$ cat config.mk
export PLATFORM = sky130hd
export DESIGN_NAME = decode_pack
export DESIGN_NICKNAME = d
export VERILOG_FILES = /design/src/rtl/decode_pack.sv
export SDC_FILE = /design/constraint.sdc
export NUM_CORES = 1
export LEC_CHECK = 0
export ABC_AREA = 1
export ABC_CLOCK_PERIOD_IN_PS = 2700
export CAP_MARGIN = 5
export CORE_MARGIN = 4
export CORE_UTILIZATION = 54
export DETAILED_ROUTE_END_ITERATION = 10
export GPL_TIMING_DRIVEN = 0
export PLACE_DENSITY = 0.81
export SLEW_MARGIN = 20
export SYNTH_ARGS = -nofsm -noshare
export SYNTH_HDL_FRONTEND = slang
export SYNTH_SLANG_ARGS = --single-unit
$ cat constraint.sdc
create_clock -name clk -period 2.7 [get_ports clk]
set_input_delay 0.405 -clock clk [delete_from_list [all_inputs] [get_ports clk]]
set_output_delay 0.405 -clock clk [all_outputs]
set_load 0.03 [all_outputs]
$ cat src/rtl/decode_pack.sv
// decode_pack: packs 16 beats of 4 B-bit lanes (B=4/3/2) LSB-first into 64-bit words.
// Optional lane-overflow flag built only when DECODE_PACK_LANE_CHECK_EN is defined.
module decode_pack (
    input  logic        clk,
    input  logic        rst_n,
    input  logic [1:0]  level,
    input  logic        start,
    input  logic        in_valid,
    output logic        in_ready,
    input  logic [63:0] in_data,
    output logic        out_valid,
    input  logic        out_ready,
    output logic [63:0] out_data,
    output logic        busy,
    output logic        done,
    output logic        err
);
    typedef enum logic [1:0] {IDLE, RUN, LAST} state_t;
    state_t state, next;
    logic [1:0]  lvl;
    logic [79:0] acc;
    logic [6:0]  cnt;
    logic [4:0]  bc;
    logic [2:0]  wc;
    logic [2:0]  bw;
    logic [4:0]  cw;
    logic [15:0] mask, chunk;
    logic        go, accept, emit, hs;
    always_comb begin
        bw = (lvl == 2'd1) ? 3'd4 : (lvl == 2'd2) ? 3'd3 : 3'd2;
        cw = {bw, 2'b00};
        mask = ~(16'hFFFF << bw);
        chunk = '0;
        for (int i = 0; i < 4; i++)
            chunk = chunk | ((in_data[16*i +: 16] & mask) << (int'(bw) * i));
        go = (state == IDLE) && start && (level != 2'd0);
        // cnt never exceeds 79, so bit 6 alone means cnt>=64
        in_ready = (state == RUN) && !cnt[6] && !bc[4];
        accept = in_valid && in_ready;
        hs = out_valid && out_ready;
        emit = (state == RUN) && cnt[6] && (!out_valid || out_ready);
        busy = state != IDLE;
        next = state;
        case (state)
            IDLE:    next = go ? RUN : IDLE;
            RUN:     next = (emit && (wc + 3'd1 == bw)) ? LAST : RUN;
            LAST:    next = hs ? IDLE : LAST;
            default: next = IDLE;
        endcase
    end
    always_ff @(posedge clk or negedge rst_n)
        if (!rst_n) state <= IDLE;
        else        state <= next;
    always_ff @(posedge clk or negedge rst_n) begin
        if (!rst_n) begin
            lvl       <= '0;
            acc       <= '0;
            cnt       <= '0;
            bc        <= '0;
            wc        <= '0;
            out_valid <= 1'b0;
            out_data  <= '0;
            done      <= 1'b0;
        end else begin
            done <= (state == LAST) && hs;
            if (go) begin
                lvl <= level;
                acc <= '0;
                cnt <= '0;
                bc  <= '0;
                wc  <= '0;
            end else if (accept) begin
                acc <= acc | (80'(chunk) << cnt);
                cnt <= cnt + 7'(cw);
                bc  <= bc + 5'd1;
            end else if (emit) begin
                acc <= {64'd0, acc[79:64]};
                cnt <= cnt - 7'd64;
                wc  <= wc + 3'd1;
            end
            if (emit) begin
                out_data  <= acc[63:0];
                out_valid <= 1'b1;
            end else if (hs) begin
                out_valid <= 1'b0;
            end
        end
    end
`ifdef DECODE_PACK_LANE_CHECK_EN
    logic over;
    always_comb begin
        over = 1'b0;
        for (int i = 0; i < 4; i++)
            over = over | (|(in_data[16*i +: 16] & ~mask));
    end
    always_ff @(posedge clk or negedge rst_n)
        if (!rst_n)              err <= 1'b0;
        else if (go)             err <= 1'b0;
        else if (accept && over) err <= 1'b1;
`else
    assign err = 1'b0;
`endif
endmodule

# After elaboration in Yosys (flattened, before gate mapping)
# Cells that the tools add are included.
[totals]
register_bits = 165
latchBits = 0
ram_bits = 0
mem_bits_ro = 0
input_bits = 71
out_inout_bits = 69
wordCells = 75
memories = 0
[op_classes]
add_sub_neg = 4
n_mul = 1
n_div = 0
n_lt_le_gt_ge = 0
n_eq_ne = 6
shift = 5
muxes = 19
n_bitwise = 9
reduce_logical = 22
[ops]
columns = ["operator", "count"]
rows = [
  ["$mux W80", 3],
  ["$or A80 B80 Y80", 1],
  ["$shl A16 B7 Y80", 1],
  ["$and A16 B16 Y16", 4],
  ["$or A16 B16 Y16", 3],
  ["$mux W7", 3],
  ["$not A16 Y16", 1],
  ["$shl A16 B3 Y16", 1],
  ["$shl A16 B3 Y16 const A", 1],
  ["$shl A16 B4 Y16", 1],
  ["$shl A16 B5 Y16", 1],
  ["$mux W3", 4],
  ["$logic_and A1 B1 Y1", 10],
  ["$mux W5", 2],
  ["$reduce_bool A2 Y1", 5],
  ["$add A7 B5 Y7", 1],
  ["$sub A7 B7 Y7 const B", 1],
  ["$pmux W2 S3", 1],
  ["$add A5 B1 Y5 const B", 1],
  ["$mul A3 B2 Y5 const B", 1],
  ["$eq A2 B1 Y1 const B", 2],
  ["$eq A2 B2 Y1 const B", 2],
  ["$mux W1", 4],
  ["$mux W2", 2],
  ["8 further kinds", 10],
]

# Logic depth before layout (Yosys ltp)
[depth]
depth_word = 14
depth_mapped = 18
depth_no_buf = 17

# Worst setup path after synthesis
# Ideal clock, no wire load.
[synth_path]
kind = "reg2reg"
startpoint = "reg cnt[3]"
endpoint = "reg cnt[4]"
setup_ps = 136
t_arrival_ps = 1834
required_time_ps = 2564
slack_ps = 730
stages_incl_launch_ff = 8
path_buffers = 2
synth_period_minus_slack_ps = 1970
path_cell_list = "dfrtp_1 -> buf_2 -> clkinv_1 -> buf_2 -> fa_1 -> or2_2 -> nand3_1 -> o21ai_0"
[synth_between]
elab_chain_cells = 4
word_cells_on_any_way = 5
cone_classes = "add/sub: 2; mux: 3"
[synth_lines]
columns = ["item", "line", "source"]
rows = [
  ["from (decl)", "22", "logic [6:0] cnt;"],
  ["from (signal assigned)", "74", "cnt <= cnt + 7'(cw);"],
  ["from (signal assigned)", "78", "cnt <= cnt - 7'd64;"],
  ["$sub A7 B7 Y7", "78", ""],
  ["$mux W7", "76", "end else if (emit) begin"],
  ["$mux W7 (*)", "72", "end else if (accept) begin"],
  ["$mux W7 (*)", "66", "if (go) begin"],
]
# Mark *: on every way between the ends. The rest lies on a longest branch, timed or not. The select of a mux whose other input is x is not followed.
# A chain may end at the register's enable or synchronous reset.

# Final worst setup path
[layout_path]
startpoint = "reg lvl[1]"
endpoint = "reg acc[10]"
[layout_between]
elab_chain_cells = 14
word_cells_on_any_way = 21
cone_classes = "mul: 1; eq/ne: 2; shift: 5; mux: 4; bitwise: 9"
[layout_lines]
columns = ["item", "line", "source"]
rows = [
  ["from (decl)", "20", "logic [1:0] lvl;"],
  ["from (signal assigned)", "67", "lvl <= level;"],
  ["$eq A2 B2 Y1", "30", "bw = (lvl == 2'd1) ? 3'd4 : (lvl == 2'd2) ? 3'd3 : 3'd2;"],
  ["$mux W1", "30", ""],
  ["$mux W3 (*)", "30", ""],
  ["branches (longest 6 deep; another with $mul A3 B2 Y5)", "-", ""],
  ["$or A16 B16 Y16 (*)", "35", "chunk = chunk | ((in_data[16*i +: 16] & mask) << (int'(bw) * i));"],
  ["$shl A16 B7 Y80 (*)", "73", "acc <= acc | (80'(chunk) << cnt);"],
  ["$or A80 B80 Y80 (*)", "73", ""],
  ["$mux W80 (*)", "72", ""],
  ["$mux W80 (*)", "66", ""],
  ["to (signal assigned)", "73", ""],
  ["to (signal assigned)", "77", "acc <= {64'd0, acc[79:64]};"],
  ["to (decl)", "21", "logic [79:0] acc;"],
]
# Every way passes the cells marked *.

==> run_results.csv <==
group,metric,value,unit
global_route,track_usage,0.276,
die,core_area,15200,sq um
global_route,grt_max_degree,90,
layout,fin_cells,1356,
synth,synth_top_area_cell,"dfrtp_1",
outcome,violations,"hold timing",
synth,yosys.area.top_type_share,0.486,
worst_setup_path,cp_cell_sequence,"inv_1 -> ha_1 -> buf_2 -> nand2_1 -> nor2_4 -> nand2_1 -> nand2_1 -> nand3_2 -> nand3_2 -> nand3_1 -> nand2_1 -> nand4_1 -> nand2_1 -> nand2_1 -> a21oi_1",
timing,min_period,2.44,ns
detailed_routing,ant_nets,0,
layout,nFillCells,1245,
global_route,overflow,0,
global_route,grt_first_pass_wirelength,38500,um
die,die_h,133,um
synth,synth_area,8400,sq um
worst_setup_path,cp_num_buf_inv,2,
global_route,antenna_found_initial,0,
cts,worstSkewPairLatency,0.44,ns
detailed_routing,drc_errors,0,
layout,utilization,0.676,
synth,syn_area_per_cell,8.10,sq um
worst_setup_path,cp_data_required_time,3.06,ns
synth,yosysUniqueCellTypes,47,
die,ios,140,
detailed_routing,drt_iter0_drc,848,
cts,clk_pin_slew,0.07,ns
timing,whs,-0.0223,ns
timing,slew_violations,0,
power_and_ir_drop,vdd_drop_max,630,uV
synth,yosysWarningCount,0,
worst_setup_path,crit_family,"simple AND/OR/NAND/NOR gates",
worst_setup_path,crit_top_cell,"nand2_1",
layout,drive_gt1_frac,0.134,
detailed_routing,vias,7633,
min_path,hp-class,"input port to async pin",
cts,h-tree-depth,4,
global_route,grt_pass1_vias,7454,
job,maxCapViolCount,0,
cts,root_buffer,"clkbuf_16",
detailed_routing,routed_wl,24100,um
die,dieArea,17600,sq um
power_and_ir_drop,power.density,1480,nW/um^2
synth,ys_ff_latch,163,
worst_setup_path,path_max_fanout,10,
cts,cts_buffer_depth,2,
synth,synthesis.instances,1037,
cts,cts_buffers,17,
worst_setup_path,crit_path_start_kind,"register",
synth,synth_area_leaders,"dfrtp_1 (49%), nand2_1 (12%), o21ai_0 (6.6%)",
outcome,outcome,"finished with violations",
detailed_routing,via_per_inst,5.63,
timing,worstMarginPinSlew,0.739,ns
timing,fmax,0.409,GHz
detailed_routing,first_pass_iters,8,
worst_setup_path,reg2reg_depth,15,
layout,synthToLayoutAreaGrowth,22.3,%
timing,finClkSkew,0.0149,ns
cts,ctsResizeCount,0,
worst_setup_path,critPathSlowestCell,"dfrtp_1",
detailed_routing,avgRoutedWirePerCell,17.7,um
worst_setup_path,cp-end-kind,"register",
timing,rsz0062_at_grt,"false",
cts,cts_tree,"yes",
die,start_util,0.552,
die,rows,45,
place,hpwl,17800,um
synth,synth_nets,1117,
place,gp_congestion,1.02,
cts,cts_sinks,163,
worst_setup_path,crit_cells,15,
die,fp.dieW,133,um
power_and_ir_drop,p_leak,4.87,nW
timing,finalHoldViolations,64,
layout,antenna_cells,0,
timing,fin_crit_sh,0.905,
place,port_buffers,98,
worst_setup_path,cp.arrival,2.80,ns
synth,ys_seq_area_frac,0.486,
cts,cts_setup_buffers,0,
worst_setup_path,path_class,"register to register",
place,placed_cells,1324,
timing,slew_headroom,0.507,
timing,setup_viol,0,
layout,final_nets,1235,
cts,cts_hold_buf,0,
worst_setup_path,cpPeakStageDelay,0.40,ns
==> per-stage QoR <==
stage	setup slack, ns	TNS (ns)	instance area (sq um)	total power [mW]	hold slack, ns
floorplan	0.730	0	8400	9.65	0.109
global placement	-5.22	-848.75	9610	12.2	0.446
detailed placement	0.278	0	9650	12.4	0.453
CTS	0.336	0	10300	15.0	0.00482
global route	0.102	0	10300	16.1	0.0194
finish	0.257	0	10300	15.2	-0.0223
==> sequential cells by signal (all words and copies together) (netlist names) <==
register,count
out_valid,1
cnt,5
done,1
lvl,2
out_data,64
acc,80
wc,3
bc,5
state,2
==> power breakdown <==
group          switching, mW  internal, mW
registers              0.452          3.43
logic                   5.90          2.81
clock network           1.08          1.48
total                   7.43          7.72
==> cells by family after synthesis <==
kind of cell             count (synthesis)  share of synthesized area
AND/OR/NAND/NOR                        470                      0.258
AO/OA/AOI/OAI                          213                      0.145
adder cells (fa/ha/maj)                  9                     0.0143
flip-flops                             163                      0.486
other                                    1                   0.000447
multiplexers                             1                    0.00119
buffers and inverters                  177                     0.0924
XOR/XNOR                                 3                    0.00313
==> synth_stat cells, drive strengths merged <==
cell    number
nand2      289
dfrtp      163
o21ai      149
inv        112
nand3       98
nor2        55
buf         39
a21oi       23
clkbuf      22
nand4       17
o22ai       17
a22oi       10
nor3         9
ha           8
clkinv       4
o211ai       4
o221ai       3
a22o         2
o32ai        2
or2          2
xnor2        2
a21boi       1
a31oi        1
a32o         1
conb         1
fa           1
mux2i        1
xor2         1
==> path summary, 6_finish.rpt <==
kind / slack [ns] / startpoint / end
worst max-delay path: 0.26 / lvl[1] / acc[10]
worst min-delay path: -0.02 / rst_n / out_data[28]
worst max register to register: 0.26 / lvl[1] / acc[10]
worst min register to register: 0.46 / state[0] / done
max in group asynchronous: 1.92 / rst_n / bc[4]
min in group clk: 0.46 / state[0] / done
==> layer usage <==
| layer | vias up | part of all wire | track usage |
|---|---|---|---|
| met4 | 0 | 0.042 | 0.119 |
| met3 | 70 | 0.076 | 0.0654 |
| met1 | 3584 | 0.42 | 0.367 |
| li1 | 3636 | - | - |
| met2 | 343 | 0.46 | 0.434 |
| met5 | - | 0 | 0 |
==> placed cells by master, fill, tap and decap left out, types with 3 or more instances in the layout <==
master	netlist	final
inv_1	92	92
nor3_2	3	3
nand4_1	17	17
bufinv_16	0	3
dfrtp_1	163	163
nand3_2	10	10
nor2_1	39	39
inv_6	0	5
ha_1	8	8
nor3_1	4	4
nand2_2	17	17
o221ai_1	3	3
o211ai_1	4	4
nand3_1	88	88
a22oi_2	3	3
buf_4	7	7
clkdlybuf4s50_1	0	97
a22oi_1	7	7
nor2_4	4	4
buf_2	24	24
inv_2	20	20
o21ai_0	111	111
nor2_2	11	11
a21oi_1	16	16
clkbuf_1	21	21
clkbuf_16	0	17
a21oi_2	7	7
nand2_1	270	270
o21ai_1	35	35
buf_6	5	5
clkinv_1	4	4
o22ai_1	17	17
==> final cells by class <==
cell class | count | area (sq um) | share of cell area
well taps | 188 | 235 | 0.0229
clock buffers | 17 | 425 | 0.0414
inverters | 116 | 435 | 0.0424
plain buffers | 61 | 340 | 0.0331
flip-flops and latches | 163 | 4080 | 0.397
clock inverters | 15 | 199 | 0.0194
multi-input cells | 697 | 3540 | 0.345
repair buffers | 99 | 1010 | 0.0987
No activity file was read; power rests on OpenSTA's default activity.
